`src/rtl/pulse_burst_scheduler.sv`:
```
// pulse_burst_scheduler: round-robin shares one paced pulse-train generator
// between REQS level requesters. The owner gets `count` one-cycle pulses
// spaced `period` cycles apart, then a one-cycle done strobe.
//
// Ports:
//   clk     in   system clock, rising edge
//   rst     in   synchronous active-high reset
//   req     in   [REQS]     per-requester level request, held until done
//   period  in   [PERIOD_W] pulse spacing in cycles, sampled at grant (0 -> 1)
//   count   in   [COUNT_W]  pulses per burst, sampled at grant
//   grant   out  [REQS]     one-hot owner, all-zero when idle
//   pulse   out             paced pulse train
//   done    out  [REQS]     one-cycle completion strobe to the owner
//   busy    out             state is not IDLE
module pulse_burst_scheduler #(
  parameter int unsigned REQS     = 4,
  parameter int unsigned PERIOD_W = 8,
  parameter int unsigned COUNT_W  = 4
) (
  input  logic                clk,
  input  logic                rst,
  input  logic [REQS-1:0]     req,
  input  logic [PERIOD_W-1:0] period,
  input  logic [COUNT_W-1:0]  count,
  output logic [REQS-1:0]     grant,
  output logic                pulse,
  output logic [REQS-1:0]     done,
  output logic                busy
);

  localparam int unsigned IDX_W = (REQS > 1) ? $clog2(REQS) : 1;

  typedef enum logic [1:0] {
    S_IDLE  = 2'd0,
    S_PULSE = 2'd1,
    S_GAP   = 2'd2,
    S_DONE  = 2'd3
  } state_t;

  state_t              r_state;
  state_t              w_state_nxt;
  logic [IDX_W-1:0]    r_last;
  logic [IDX_W-1:0]    w_last_nxt;
  logic [IDX_W-1:0]    w_arb_idx;
  logic                w_arb_hit;
  logic                w_load;
  logic [PERIOD_W-1:0] r_per;
  logic [PERIOD_W-1:0] r_gap;
  logic [COUNT_W-1:0]  r_rem;
  logic [REQS-1:0]     w_onehot;
  logic [REQS-1:0]     r_grant;
  logic [REQS-1:0]     r_done;
  logic                r_pulse;
  logic                r_busy;

  // Round-robin pick: first set request scanning upward from last+1, wrapping
  always_comb begin
    logic [IDX_W-1:0] v_cand;
    w_arb_idx = r_last;
    w_arb_hit = 1'b0;
    v_cand    = '0;
    for (int unsigned i = 1; i <= REQS; i++) begin
      v_cand = IDX_W'((32'(r_last) + i) % REQS);
      if (!w_arb_hit && req[v_cand]) begin
        w_arb_idx = v_cand;
        w_arb_hit = 1'b1;
      end
    end
  end

  // Next-state logic; a dropped owner request aborts PULSE/GAP without done
  always_comb begin
    w_state_nxt = r_state;
    w_last_nxt  = r_last;
    w_load      = 1'b0;
    unique case (r_state)
      S_IDLE: begin
        if (w_arb_hit) begin
          w_last_nxt  = w_arb_idx;
          w_load      = 1'b1;
          w_state_nxt = (count == '0) ? S_DONE : S_PULSE;
        end
      end
      S_PULSE: begin
        if (!req[r_last])                  w_state_nxt = S_IDLE;
        else if (r_per > PERIOD_W'(1))     w_state_nxt = S_GAP;
        else if (r_rem == COUNT_W'(1))     w_state_nxt = S_DONE;
        else                               w_state_nxt = S_PULSE;
      end
      S_GAP: begin
        if (!req[r_last])                  w_state_nxt = S_IDLE;
        else if (r_gap == PERIOD_W'(1))    w_state_nxt = (r_rem != '0) ? S_PULSE : S_DONE;
        else                               w_state_nxt = S_GAP;
      end
      S_DONE: begin
        w_state_nxt = S_IDLE;
      end
      default: begin
        w_state_nxt = S_IDLE;
      end
    endcase
  end

  assign w_onehot = REQS'(1) << w_last_nxt;

  // State register
  always_ff @(posedge clk) begin
    if (rst) begin
      r_state <= S_IDLE;
      r_last  <= IDX_W'(REQS - 1);
    end else begin
      r_state <= w_state_nxt;
      r_last  <= w_last_nxt;
    end
  end

  // Burst counters; config is captured only at grant
  always_ff @(posedge clk) begin
    if (rst) begin
      r_per <= PERIOD_W'(1);
      r_gap <= '0;
      r_rem <= '0;
    end else begin
      if (w_load) begin
        r_per <= (period == '0) ? PERIOD_W'(1) : period;
        r_rem <= count;
      end else if (r_state == S_PULSE && r_rem != '0) begin
        r_rem <= r_rem - COUNT_W'(1);
      end
      // Gap counter loads on GAP entry and counts period-1 cycles down to 1
      if (w_state_nxt == S_GAP && r_state != S_GAP) begin
        r_gap <= r_per - PERIOD_W'(1);
      end else if (r_state == S_GAP && r_gap != '0) begin
        r_gap <= r_gap - PERIOD_W'(1);
      end
    end
  end

  // Outputs registered from the next state so they align with the state register
  always_ff @(posedge clk) begin
    if (rst) begin
      r_grant <= '0;
      r_done  <= '0;
      r_pulse <= 1'b0;
      r_busy  <= 1'b0;
    end else begin
      r_grant <= (w_state_nxt != S_IDLE) ? w_onehot : '0;
      r_done  <= (w_state_nxt == S_DONE) ? w_onehot : '0;
      r_pulse <= (w_state_nxt == S_PULSE);
      r_busy  <= (w_state_nxt != S_IDLE);
    end
  end

  assign grant = r_grant;
  assign done  = r_done;
  assign pulse = r_pulse;
  assign busy  = r_busy;

endmodule

```
`config.mk`:
```
export PLATFORM = sky130hd
export DESIGN_NAME = pulse_burst_scheduler
export DESIGN_NICKNAME = d
export VERILOG_FILES = /design/src/rtl/pulse_burst_scheduler.sv
export SDC_FILE = /design/constraint.sdc
export NUM_CORES = 1
export LEC_CHECK = 0
export BUFFER_PORTS_ARGS = -buffer_cell sky130_fd_sc_hd__buf_2
export CAP_MARGIN = 25
export CORE_ASPECT_RATIO = 0.7
export CORE_MARGIN = 2
export CORE_UTILIZATION = 35
export CTS_CLUSTER_DIAMETER = 40
export DETAILED_ROUTE_END_ITERATION = 8
export PLACE_DENSITY = 0.65
export RECOVER_POWER = 25
export SLEW_MARGIN = 20
export SYNTH_ARGS = -nofsm -noshare
export SYNTH_HDL_FRONTEND = slang
export SYNTH_SLANG_ARGS = --single-unit
```
`constraint.sdc`:
```
create_clock -name clk -period 2.05 [get_ports clk]
set_input_delay 0.41 -clock clk [delete_from_list [all_inputs] [get_ports clk]]
set_output_delay 0.41 -clock clk [all_outputs]
set_load 0.005 [all_outputs]
```
Word level (Yosys, flattened, before mapping). Index checks and enable logic that the tools add are counted.

Logic and storage cells: 89. Register bits: 34.

Shifts and indexed selects: 1. Bitwise operators: 2. Reductions and logical operators: 19. Magnitude comparators: 6. $add $sub $neg: 7. Muxes and demuxes: 36. Equality and inequality tests: 9.

Operators with widths (number): $mux 2 (14); $mux 8 (3); $sub 8x1->8 const B (2); $lt 2x3->1 const B (5); $mux 1 (11); $bmux 1 s2 (5); $eq 2x2->1 const B (4); $eq 8x1->1 const B (1); $gt 8x1->1 const B (1); $logic_not 8->1 (1); $mux 4 (2); $pmux 2 s4 (1); $reduce_bool 8->1 (1); $logic_and 1x1->1 (6); $reduce_bool 2->1 (3); $add 2x1->2 const B (2); $add 2x2->2 const B (2); $eq 2x1->1 const B (2); $eq 4x1->1 const B (1); $logic_not 4->1 (1); $reduce_bool 4->1 (1); $reduce_or 2->1 (2); $shl 1x2->4 const A (1); $sub 4x1->4 const B (1); other kinds (4) (7).

Longest topological paths before layout. Gate-level depths: netlist of run 1.

Depth after elaboration: 18. Gate-level depth with buffers: 8.

Worst setup path after synthesis of run 1. No wires, ideal clock.

Kind: register to register. From: register r_per[3]. To: register r_done[1], in the netlist done[1]. Clock period less this slack: 1.897 ns. Setup slack: 0.153 ns. Buffers on the path: 0. Setup time: 0.115 ns. Cell stages (with the launch flop): 6. Arrival: 1.782 ns. Cell sequence: dfxtp_1 or4_4 o41a_1 o21ai_2 a221oi_2 and3_1.

Cells in the longest elaborated chain, start to end: 7.

RTL lines: start: declaration (line 47) `logic [PERIOD_W-1:0] r_per;`; start signal: assignment (line 125) `r_per <= (period == '0) ? PERIOD_W'(1) : period;`; $gt 8x1->1 (line 86) `else if (r_per > PERIOD_W'(1)) w_state_nxt = S_GAP;`; $mux 2 (line 86); $mux 2 (line 85) `if (!req[r_last]) w_state_nxt = S_IDLE;`; $pmux 2 s4 (line 76) `unique case (r_state)`; $eq 2x2->1 (line 148) `r_done <= (w_state_nxt == S_DONE) ? w_onehot : '0;`; $not 1->1 (no source line); $reduce_or 2->1 (no source line); end signal: assignment (line 148); end: declaration (line 52) `logic [REQS-1:0] r_done;`.

No other way between the ends. A chain may end at the register's enable or synchronous reset.

Final worst setup path of run 1.
From: register r_per[5]. To: register r_done[1], in the netlist done[1].

Same word-level chain as after synthesis.

==> results.md, run 1 <==
* Status: finished clean
* Main area contributors after synthesis: dfxtp_1 (37%), ha_1 (5.5%), nand2_1 (5.0%)
* Hold Slack at around 360 ps
* Number of remaining DRC errors at 0
* WS Path Type: flip-flop to flip-flop
* Number of distinct library cells after synthesis at 44
* Initial Util at 0.372
* Power Density at between 900 and 1000 nW/um^2
* Num rows at 21
* Final setup viols at 0
* Hold Buf Count CTS at 0
* CP startpoint kind: flip-flop
* Clock power share at 0.241
* Worst slew pin tran at around 540 ps
* Post-synthesis mux area share at 0.0124
* Share of cells above drive strength 1 at 0.204
* Crit. End Element: flip-flop
* Arr. time, crit path at around 2200 ps
* Clk slew on worst S/H paths at 70 ps
* Routed vias at between 1,500 and 2,000
* Setup_tns at 0 ps
* Mapped Avg Cell Area at ~8.6 um^2
* Max cap viols at 0
* Wire length per cell at between 10 and 15 um
* Period minus WS final at approximately 2000 ps
* Total power at ~2.1 mW
* Final Non-Filler Cells at about 320
* Clk sinks at 34
* HPWL Detailed at roughly 3000 um
* Initial detailed-routing violation count at between 90 and 100
* Mapped Cells at ~210
* CTS Root Cell: clkbuf_8
* Top cell type's share of synthesized area at 0.375
* Synth Warn # at 0
* Via density at roughly 5
* Placed Cells at between 300 and 400
* HP Class: input port to flip-flop
* Die area at ~5800 um^2
* H-tree levels at 2
* Routability cong. at between 0.8 and 0.9
* ANT nets after route at 0
* Synthesis-to-finish area growth at 21.6%
* Asr flop ratio synth at 0
* Clock latency on the worst-skew pair at between 200 and 300 ps
* Clock buffer depth at 2
* Slowest CP cell: or4_4
* Reg2Reg Setup Slack at ~85 ps
* Largest family of logic cells by synthesized area: simple AND/OR/NAND/NOR gates
* Post-synth EDFFs at 0
* Largest net degree at the start of global routing at 25
* 1st-pass router iterations at 4
* Antenna diodes at 0
* Post-Syn Nets at 237
* Xor and xnor fraction of the mapped netlist area at 0.0675
* Total CTS buffers at 5
* Combinational fraction of design power at 0.355
* Overall routing resource usage at 0.148
* Worst EP required at 2240 ps
* Die width at 90.1 um
* Mapped cell area at approximately 1800 um^2
* Die H at between 60 and 70 um
* Initial antenna violation count at 0
* Crit-path max cell delay at 590 ps
* PortBufs at 27
* Fmax at 0.509 GHz
* Fraction of the yosys area taken by sequential cells at 0.375
* #FFs+latches synth at 34
* First-pass GRT wire length at between 6000 and 7000 um
* Final period util at 0.958
* Pleak at 0.908 nW
* Final Max Tran Viols at 0
* Slew Limit Headroom at 0.640
* CTS tree: yes
* Synth area leader: dfxtp_1
* Post-Synth Simple-Gate Area at 0.259
* CP Max Fanout at 4
* Main flop type after synthesis: dfxtp_1
* RSZ-0062 raised after global routing: false
* Switching part of the total at 0.353
* Sw Pwr at 0.750 mW
* Max VDD drop at just under 0.5 mV
* Cells along the critical path: or4_4 > o41a_1 > o21ai_2 > a221oi_2 > buf_4 > and3_1
* Nets at between 200 and 300
* # IOs at 28
* WL final at a little under 4000 um
* Hold Fails Final Rpt at 0
* Vias in the first global route at between 1,000 and 1,500
* Post-Synth Adder-Cell Area at 0.0551
* Clk_skew at 5.19 ps
* Total grt overflow at 0
* Compound-Gate Fraction of Synth Area at 0.190
* Internal Pwr Total at between 1 and 1.5 mW
* Core Region at roughly 4900 um^2
* Sequential Power Share at 0.404
worst paths after layout:
kind | startpoint | end | cells after the start
worst min-delay path | period[7] | r_per[7] | 3
worst max register to register | r_per[5] | done[1] | 6
worst min register to register | r_per[1] | r_per[1] | 2
worst max-delay path | r_per[5] | done[1] | 6
synthesized netlist by cell type, types with 2 or more instances:
| master | n |
|---|---|
| dfxtp_1 | 34 |
| nand2_1 | 24 |
| nor2_1 | 18 |
| a21oi_1 | 16 |
| inv_1 | 13 |
| xor2_1 | 10 |
| a211oi_1 | 9 |
| ha_1 | 8 |
| clkbuf_1 | 5 |
| nand2b_1 | 5 |
| nor4_1 | 5 |
| a31oi_1 | 4 |
| and3_1 | 4 |
| nand3_1 | 4 |
| nor3_1 | 4 |
| nor3b_1 | 4 |
| xnor2_1 | 4 |
| o211ai_1 | 3 |
| o21ai_0 | 3 |
| o21ai_1 | 3 |
| a21boi_0 | 2 |
| and3b_1 | 2 |
| nand3b_1 | 2 |
| nand4b_1 | 2 |
| nor2b_1 | 2 |
| o2bb2ai_1 | 2 |
| or2_1 | 2 |
per-stage QoR:
stage,cell area (um^2),setup slack [ps],utilization
6_report,2210,85.2,0.452
5_1_grt,2210,8.33,0.452
4_1_cts,2180,34.5,0.447
3_5_place_dp,2090,45.0,0.428
3_3_place_gp,2090,139,0.428
2_1_floorplan,1820,153,-
per-layer routing:
| metal | part of all wire | up-vias | track usage |
|---|---|---|---|
| met1 | 0.54 | 713 | 0.216 |
| met5 | 0 | - | 0 |
| li1 | - | 833 | - |
| met4 | 0.018 | 0 | 0.0692 |
| met3 | 0.072 | 7 | 0.0495 |
| met2 | 0.37 | 44 | 0.190 |
kinds of logic after synthesis:
family                     after synthesis
adders and majority gates                8
muxes                                    1
xor gates and xnor gates                14
DFF                                     34
and+or+nand+nor                         86
buffers and inverters                   19
AOI/OAI and AO/OA                       49
critical path, delay by kind of cell, from the launching register on:
kind,cells,cell delay (ps)
AO/OA/AOI/OAI,3,580
flip-flops,1,340
AND/OR/NAND/NOR,2,760
buffers and inverters,1,170
state kept, by name, indices dropped and copies added, names as in the netlist:
register	flops
done	4
pulse	1
r_rem	4
r_last	2
r_gap	8
r_per	8
busy	1
r_state	2
grant	4
cells in the final DEF, fill, tap and decap left out, types with 2 or more instances in the layout:
cell type,n
inv_1,13
clkbuf_1,6
clkbuf_8,6
nand2b_1,5
nor2_1,17
a31oi_1,4
or2_1,2
nor4_1,5
dfxtp_1,33
buf_2,22
o21ai_1,2
xnor2_1,4
nor3_1,4
xor2_1,10
nand4b_1,2
ha_1,8
nand3_1,4
a21boi_0,2
and3_1,4
o2bb2ai_1,2
a21oi_1,16
buf_4,9
nand3b_1,2
nor2b_1,2
o21ai_0,3
nand2_1,24
o21ai_2,2
nor3b_1,4
o211ai_1,3
a211oi_1,9
and3b_1,2
layout make-up:
class | count | area [um^2]
Tap cell | 69 | 86.3
Timing Repair Buffer | 37 | 216
Sequential cell | 34 | 682
Multi-Input combinational cell | 158 | 1080
Clock buffer | 7 | 86.3
Clock inverter | 1 | 5.00
Fill cell | 509 | 2680
Inverter | 13 | 48.8
power groups by stage:
stage	Sequential, mW	Combinational, mW	Clock, mW
finish	0.859	0.755	0.513
global placement	0.870	0.734	0
floorplan	0.858	0.504	0
global route	0.872	0.846	0.570
detailed placement	0.871	0.733	0
CTS	0.857	0.738	0.533
repair_timing:
item,in CTS,in global routing
buffers inserted,0,1
endpoints found under the hold margin,0,0
gates resized for setup,0,5
endpoints found under the setup margin,0,4
Power figures use the tool's default switching activity.
==> run 2, diff against run 1 <==
Settings changed: CORE_ASPECT_RATIO 0.7 to unset, SLEW_MARGIN 20 to unset.
==> run 2 against run 1 <==
Net effect: global-route usage is 0.56 points lower; routed wire length is 1.9% lower; clock-buffer cell count is 2 lower; clock skew is 1.2 ps lower; utilization is 0.82 points lower; clock power is 43% higher; worst setup slack worse by 4.3 ps; maximum frequency is 0.22% lower; highest routed layer unchanged.
==> results.md, run 2 (synthesized netlist as in run 1, its figures left out) <==
* Status: finished clean
* Placed Cells at 310 (unchanged)
* Vias in the first global route at 1,532 (+12%)
* Switching part of the total at 0.324 (-0.0284)
* Internal Pwr Total at 1.58 mW (+14%)
* Die width at 76.0 um (-16%)
* Arr. time, crit path at 2130 ps (-20 ps)
* Core Region at 5040 um^2 (+3.2%)
* HP Class: input port to flip-flop
* Die H at 76.0 um (+18%)
* R2r worst-path depth at 5 (-1)
* CTS Root Cell: clkbuf_8
* Final Max Tran Viols at 0 (unchanged)
* 1st-pass router iterations at 4 (unchanged)
* Combinational fraction of design power at 0.317 (-0.038)
* Total grt overflow at 0 (unchanged)
* Wire length per cell at 12.3 um (-1.6%)
* Clock power share at 0.315 (+0.074)
* Sequential Power Share at 0.368 (-0.036)
* Clk_skew at 3.95 ps (-1.25 ps)
* Clock latency on the worst-skew pair at 280 ps (about the same)
* R2R Path Start: r_per[3]
* Leading cell type in the layout, fill and taps excluded: dfxtp_1
* HPWL Detailed at 2800 um (-7.3%)
* H-tree levels at 2 (unchanged)
* CP startpoint kind: flip-flop
* WL final at 3900 um (-1.9%)
* Period minus WS final at 1970 ps (+4.29 ps)
* Hold Buf Count CTS at 0 (unchanged)
* Max cap viols at 0 (unchanged)
* Power Density at 1040 nW/um^2 (+8.2%)
* Reg2reg end: done[2]
* Nets at 273 (-0.73%)
* Routability cong. at 0.818 (+0.96%)
* Setup_tns at 0 ps (unchanged)
* RSZ-0062 raised after global routing: false
* Synthesis-to-finish area growth at 23.1%
* Number of remaining DRC errors at 0 (unchanged)
* Antenna diodes at 0 (unchanged)
* Fill cells at 491 (-3.5%)
* Reg2Reg Setup Slack at 80 ps (about the same)
* Final Non-Filler Cells at 318 (-0.31%)
* ANT nets after route at 0 (unchanged)
* Initial detailed-routing violation count at 79 (-17%)
* Share of cells above drive strength 1 at 0.202 (-0.00239)
* First-pass GRT wire length at 6740 um (+2.4%)
* Area occupied by multi-input gates at 1090 um^2 (+1.0%)
* Pleak at 0.929 nW (+2.3%)
* Initial Util at 0.360 (-0.0114)
* Clk sinks at 34 (unchanged)
* Num rows at 26 (+24%)
* Routed vias at 1,590 (-0.44%)
* Initial antenna violation count at 0 (unchanged)
* Fmax at 0.508 GHz (-0.22%)
* WS Path Type: flip-flop to flip-flop
* Overall routing resource usage at 0.142 (-0.00563)
* Worst slew pin tran at 639 ps (+98.5 ps)
* Hold EP: r_per[6]
* Clk slew on worst S/H paths at 70 ps (about the same)
* Total CTS buffers at 5 (unchanged)
* Reg area at 681 um^2 (-0.18%)
* # IOs at 28 (unchanged)
* Sw Pwr at 0.756 mW (+0.81%)
* CTS tree: yes
* Most frequent cells in the layout: dfxtp_1 (34), nand2_1 (24), buf_2 (24)
* Total power at 2.33 mW (+9.7%)
* Die area at 5780 um^2 (-0.16%)
* Hold depth at 3 (unchanged)
* Worst EP required at 2210 ps (-30 ps)
* Largest net degree at the start of global routing at 25 (unchanged)
* Via density at 5.00 (-0.13%)
* Final setup viols at 0 (unchanged)
* Clock buffer depth at 2 (unchanged)
* Crit. End Element: flip-flop
* Slew Limit Headroom at 0.573 (-0.0667)
* Max VDD drop at 0.468 mV (-5.2%)
* Final period util at 0.961 (+0.00209)
* Biggest regs: r_gap x8, r_per x8
* CP Max Fanout at 4 (unchanged)
* HP Start: period[6]
* PortBufs at 27 (unchanged)
* Hold Fails Final Rpt at 0 (unchanged)
[run 2: cell count changes in the layout (fill, tap and decap cells not counted), sizes merged]
cell	delta
bufinv	+2
clkbuf	-3
buf	-1
[run 2: routing by layer]
layer	global-route usage	part of all wire	wire [um]
met1	0.178	0.49	1920
met2	0.232	0.45	1770
met3	0.0391	0.044	171
met4	0.0564	0.010	39
met5	0	0	0
[run 2: how the worst max path moves through the flow]
stage,startpoint,to,slack [ps],cells past startpoint
2_1_floorplan,r_per[3],done[1],150,5
3_3_place_gp,r_per[3],done[2],130,5
3_5_place_dp,r_per[3],done[2],70,5
4_1_cts,r_per[3],done[2],70,5
5_1_grt,r_per[3],done[3],2,5
6_report,r_per[3],done[2],80,5
[run 2: layout make-up]
class,count,area share
clock buffers,5,0.0308
clock inverters,3,0.0308
inverters,13,0.0218
multi-input cells,158,0.489
flip-flops and latches,34,0.304
well taps,70,0.0391
repair buffers,35,0.0839
[run 2: critical path, cell delays in order (launching register included)]
cell      delay [ps]
dfxtp_1          320
or4_4            580
o41a_1           450
o21ai_2          210
a221oi_4         110
nor3b_2          180
[run 2: what timing repair did]
| action | in CTS | in global routing |
|---|---|---|
| setup buffers | 0 | 0 |
| gates resized for setup | 0 | 5 |
| endpoints found under the setup margin | 0 | 8 |
[run 2: metrics by stage]
step           hold slack [ps]  setup slack [ps]  area [um^2]   util
4_1_cts                    365              68.3         2210  0.438
2_1_floorplan              449               153         1820      -
3_5_place_dp               472              69.7         2070  0.411
6_report                   370              80.9         2240  0.444
3_3_place_gp               470               125         2070  0.411
5_1_grt                    388              1.66         2240  0.444
[run 2: power by group through the flow]
| stage | clock network [mW] | registers (mW) | logic, mW |
|---|---|---|---|
| 6_report | 0.735 | 0.857 | 0.740 |
| 5_1_grt | 0.781 | 0.874 | 0.831 |
| 3_5_place_dp | 0 | 0.869 | 0.712 |
| 2_1_floorplan | 0 | 0.858 | 0.504 |
| 4_1_cts | 0.748 | 0.855 | 0.719 |
| 3_3_place_gp | 0 | 0.867 | 0.707 |
==> run 3, diff against run 2 <==
Settings changed: CORE_UTILIZATION 35 to 42, PLACE_DENSITY 0.65 to 0.73.
==> run 3 against run 2 <==
Net effect: sequential power is essentially flat; sequential share of layout area grew 0.33 points; clock skew grew 2.3 ps; via count grew 2.4%; combinational power shrank 0.5%; critical endpoint unchanged; final cell count shrank 6.3%; critical path depth is the same; worst setup slack gained 25 ps; clock power grew 2%.
==> results.md, run 3 (synthesized netlist as in run 1, its figures left out) <==
* Status: finished clean
* Sequential Power Share at 0.367 (about the same)
* CP Max Fanout at 5 (+1)
* Max cap viols at 0 (unchanged)
* Pleak at 0.931 nW (+0.29%)
* Nets at 273 (unchanged)
* Die width at 69.8 um (-8.3%)
* Internal Pwr Total at 1.58 mW (+0.52%)
* Die area at 4870 um^2 (-16%)
* First-pass GRT wire length at 6280 um (-6.9%)
* Slowest CP cell: or4_4
* Cells along the critical path: or4_4 > o41a_1 > o21ai_2 > a221oi_4 > nor3b_2
* Final design utilization at 0.543 (+0.0989)
* WL final at 3750 um (-3.8%)
* Clk sinks at 34 (unchanged)
* HPWL Detailed at 2770 um (-0.95%)
* Post-route design area at 2220 um^2 (-0.89%)
* R2R Path Start: r_per[4]
* Initial antenna violation count at 0 (unchanged)
* Fill cells at 401 (-18%)
* H-tree levels at 2 (unchanged)
* Switching part of the total at 0.323 (-0.000843)
* Routed vias at 1,628 (+2.4%)
* ANT nets after route at 0 (unchanged)
* Overall routing resource usage at 0.158 (+0.0160)
* CP delay by family, top: compound AO/OA/AOI/OAI gates
* Total grt overflow at 0 (unchanged)
* Crit. End Element: flip-flop
* Num rows at 23 (-12%)
* WP depth at 5 (unchanged)
* Die H at 69.8 um (-8.3%)
* Share of cells above drive strength 1 at 0.202 (unchanged)
* Combinational fraction of design power at 0.314 (-0.003)
* CP startpoint kind: flip-flop
* HP Class: input port to flip-flop
* Hold depth at 3 (unchanged)
* Area occupied by multi-input gates at 1080 um^2 (-1.0%)
* Clk slew on worst S/H paths at 80 ps (about the same)
* Routability cong. at 0.778 (-4.9%)
* Power Density at 1060 nW/um^2 (+1.3%)
* Reg area at 682 um^2 (+0.18%)
* WS Path Type: flip-flop to flip-flop
* Crit-path max cell delay at 550 ps (-30 ps)
* CTS Root Cell: clkbuf_8
* CP startpoint: r_per[4]
* HP Start: period[4]
* Clock latency on the worst-skew pair at 290 ps (about the same)
* CTS tree: yes
* Final period util at 0.948 (-0.0121)
* Final Max Tran Viols at 0 (unchanged)
* Period minus WS final at 1940 ps (-24.8 ps)
* Worst EP required at 2220 ps (about the same)
* Vias in the first global route at 1,428 (-6.8%)
* Fmax at 0.514 GHz (+1.3%)
* Biggest regs: r_gap x8, r_per x8
* Setup_tns at 0 ps (unchanged)
* Arr. time, crit path at 2110 ps (-20 ps)
* Number of remaining DRC errors at 0 (unchanged)
* Total CTS buffers at 5 (unchanged)
* Largest net degree at the start of global routing at 25 (unchanged)
* Final setup viols at 0 (unchanged)
* Initial detailed-routing violation count at 61 (-23%)
* Core Region at 4090 um^2 (-19%)
* Antenna diodes at 0 (unchanged)
* # IOs at 28 (unchanged)
* PortBufs at 27 (unchanged)
* R2r worst-path depth at 5 (unchanged)
* Initial Util at 0.445 (+0.0843)
* Bufs and invs on worst path at 0 (unchanged)
* Clk_skew at 6.24 ps (+2.29 ps)
* Clock buffer depth at 2 (unchanged)
* 1st-pass router iterations at 4 (unchanged)
* Hold Buf Count CTS at 0 (unchanged)
* Dpl cell area at 2040 um^2 (-1.6%)
* Hold Fails Final Rpt at 0 (unchanged)
* Clock power share at 0.319 (+0.004)
* Max VDD drop at 0.478 mV (+2.2%)
* RSZ-0062 raised after global routing: false
* Wire length per cell at 12.6 um (+2.6%)
* Via density at 5.46 (+9.3%)
* Synthesis-to-finish area growth at 22.0%
* Worst slew pin tran at 513 ps (-125 ps)
* Slew Limit Headroom at 0.658 (+0.0846)
* Leading cell type in the layout, fill and taps excluded: dfxtp_1
* Most frequent cells in the layout: dfxtp_1 (33), nand2_1 (24), buf_2 (23)
* Sw Pwr at 0.757 mW (+0.14%)
-- run 3: repair_timing --
item / 4_1_cts / 5_1_grt
resized for setup: 0 / 4
endpoints found under the setup margin: 0 / 11
setup buffers: 0 / 1
-- run 3: cell type report --
type                    instances  area share
multi-input cells             158       0.489
flip-flops and latches         34       0.308
repair buffers                 35      0.0914
clock buffers                   5      0.0310
clock inverters                 3      0.0310
well taps                      50      0.0282
inverters                      13      0.0220
-- run 3: tightest hold or removal path, cell delays in order --
cell and delay [ps]:
buf_2 110, nand2_1 50, a21oi_1 50
-- run 3: worst paths after layout --
check	endpoint	slack (ps)
worst max-delay path	done[2]	110
worst min-delay path	r_per[4]	360
worst max register to register	done[2]	110
worst min register to register	r_per[1]	480
-- run 3: metal layers --
metal | share of wire | up-vias | wire length [um] | track usage
li1 | - | 827 | - | -
met1 | 0.48 | 751 | 1820 | 0.203
met2 | 0.45 | 42 | 1690 | 0.254
met3 | 0.049 | 8 | 185 | 0.0422
met4 | 0.015 | 0 | 55 | 0.0577
met5 | 0 | - | 0 | 0
-- run 3: power groups by stage --
stage	Sequential [mW]	Combinational [mW]	Clock, mW
finish	0.859	0.736	0.747
global route	0.874	0.828	0.791
CTS	0.856	0.714	0.761
detailed placement	0.871	0.708	0
global placement	0.869	0.697	0
floorplan	0.858	0.504	0
-- run 3: metrics by stage --
step           power, mW  hold slack (ps)  setup slack [ps]  instances
6_report            2.34              362               106        298
5_1_grt             2.49              371              9.57        298
4_1_cts             2.33              365              52.4        297
3_5_place_dp        1.58              472              66.0        289
3_3_place_gp        1.57              462               110        289
2_1_floorplan       1.36              449               153        211
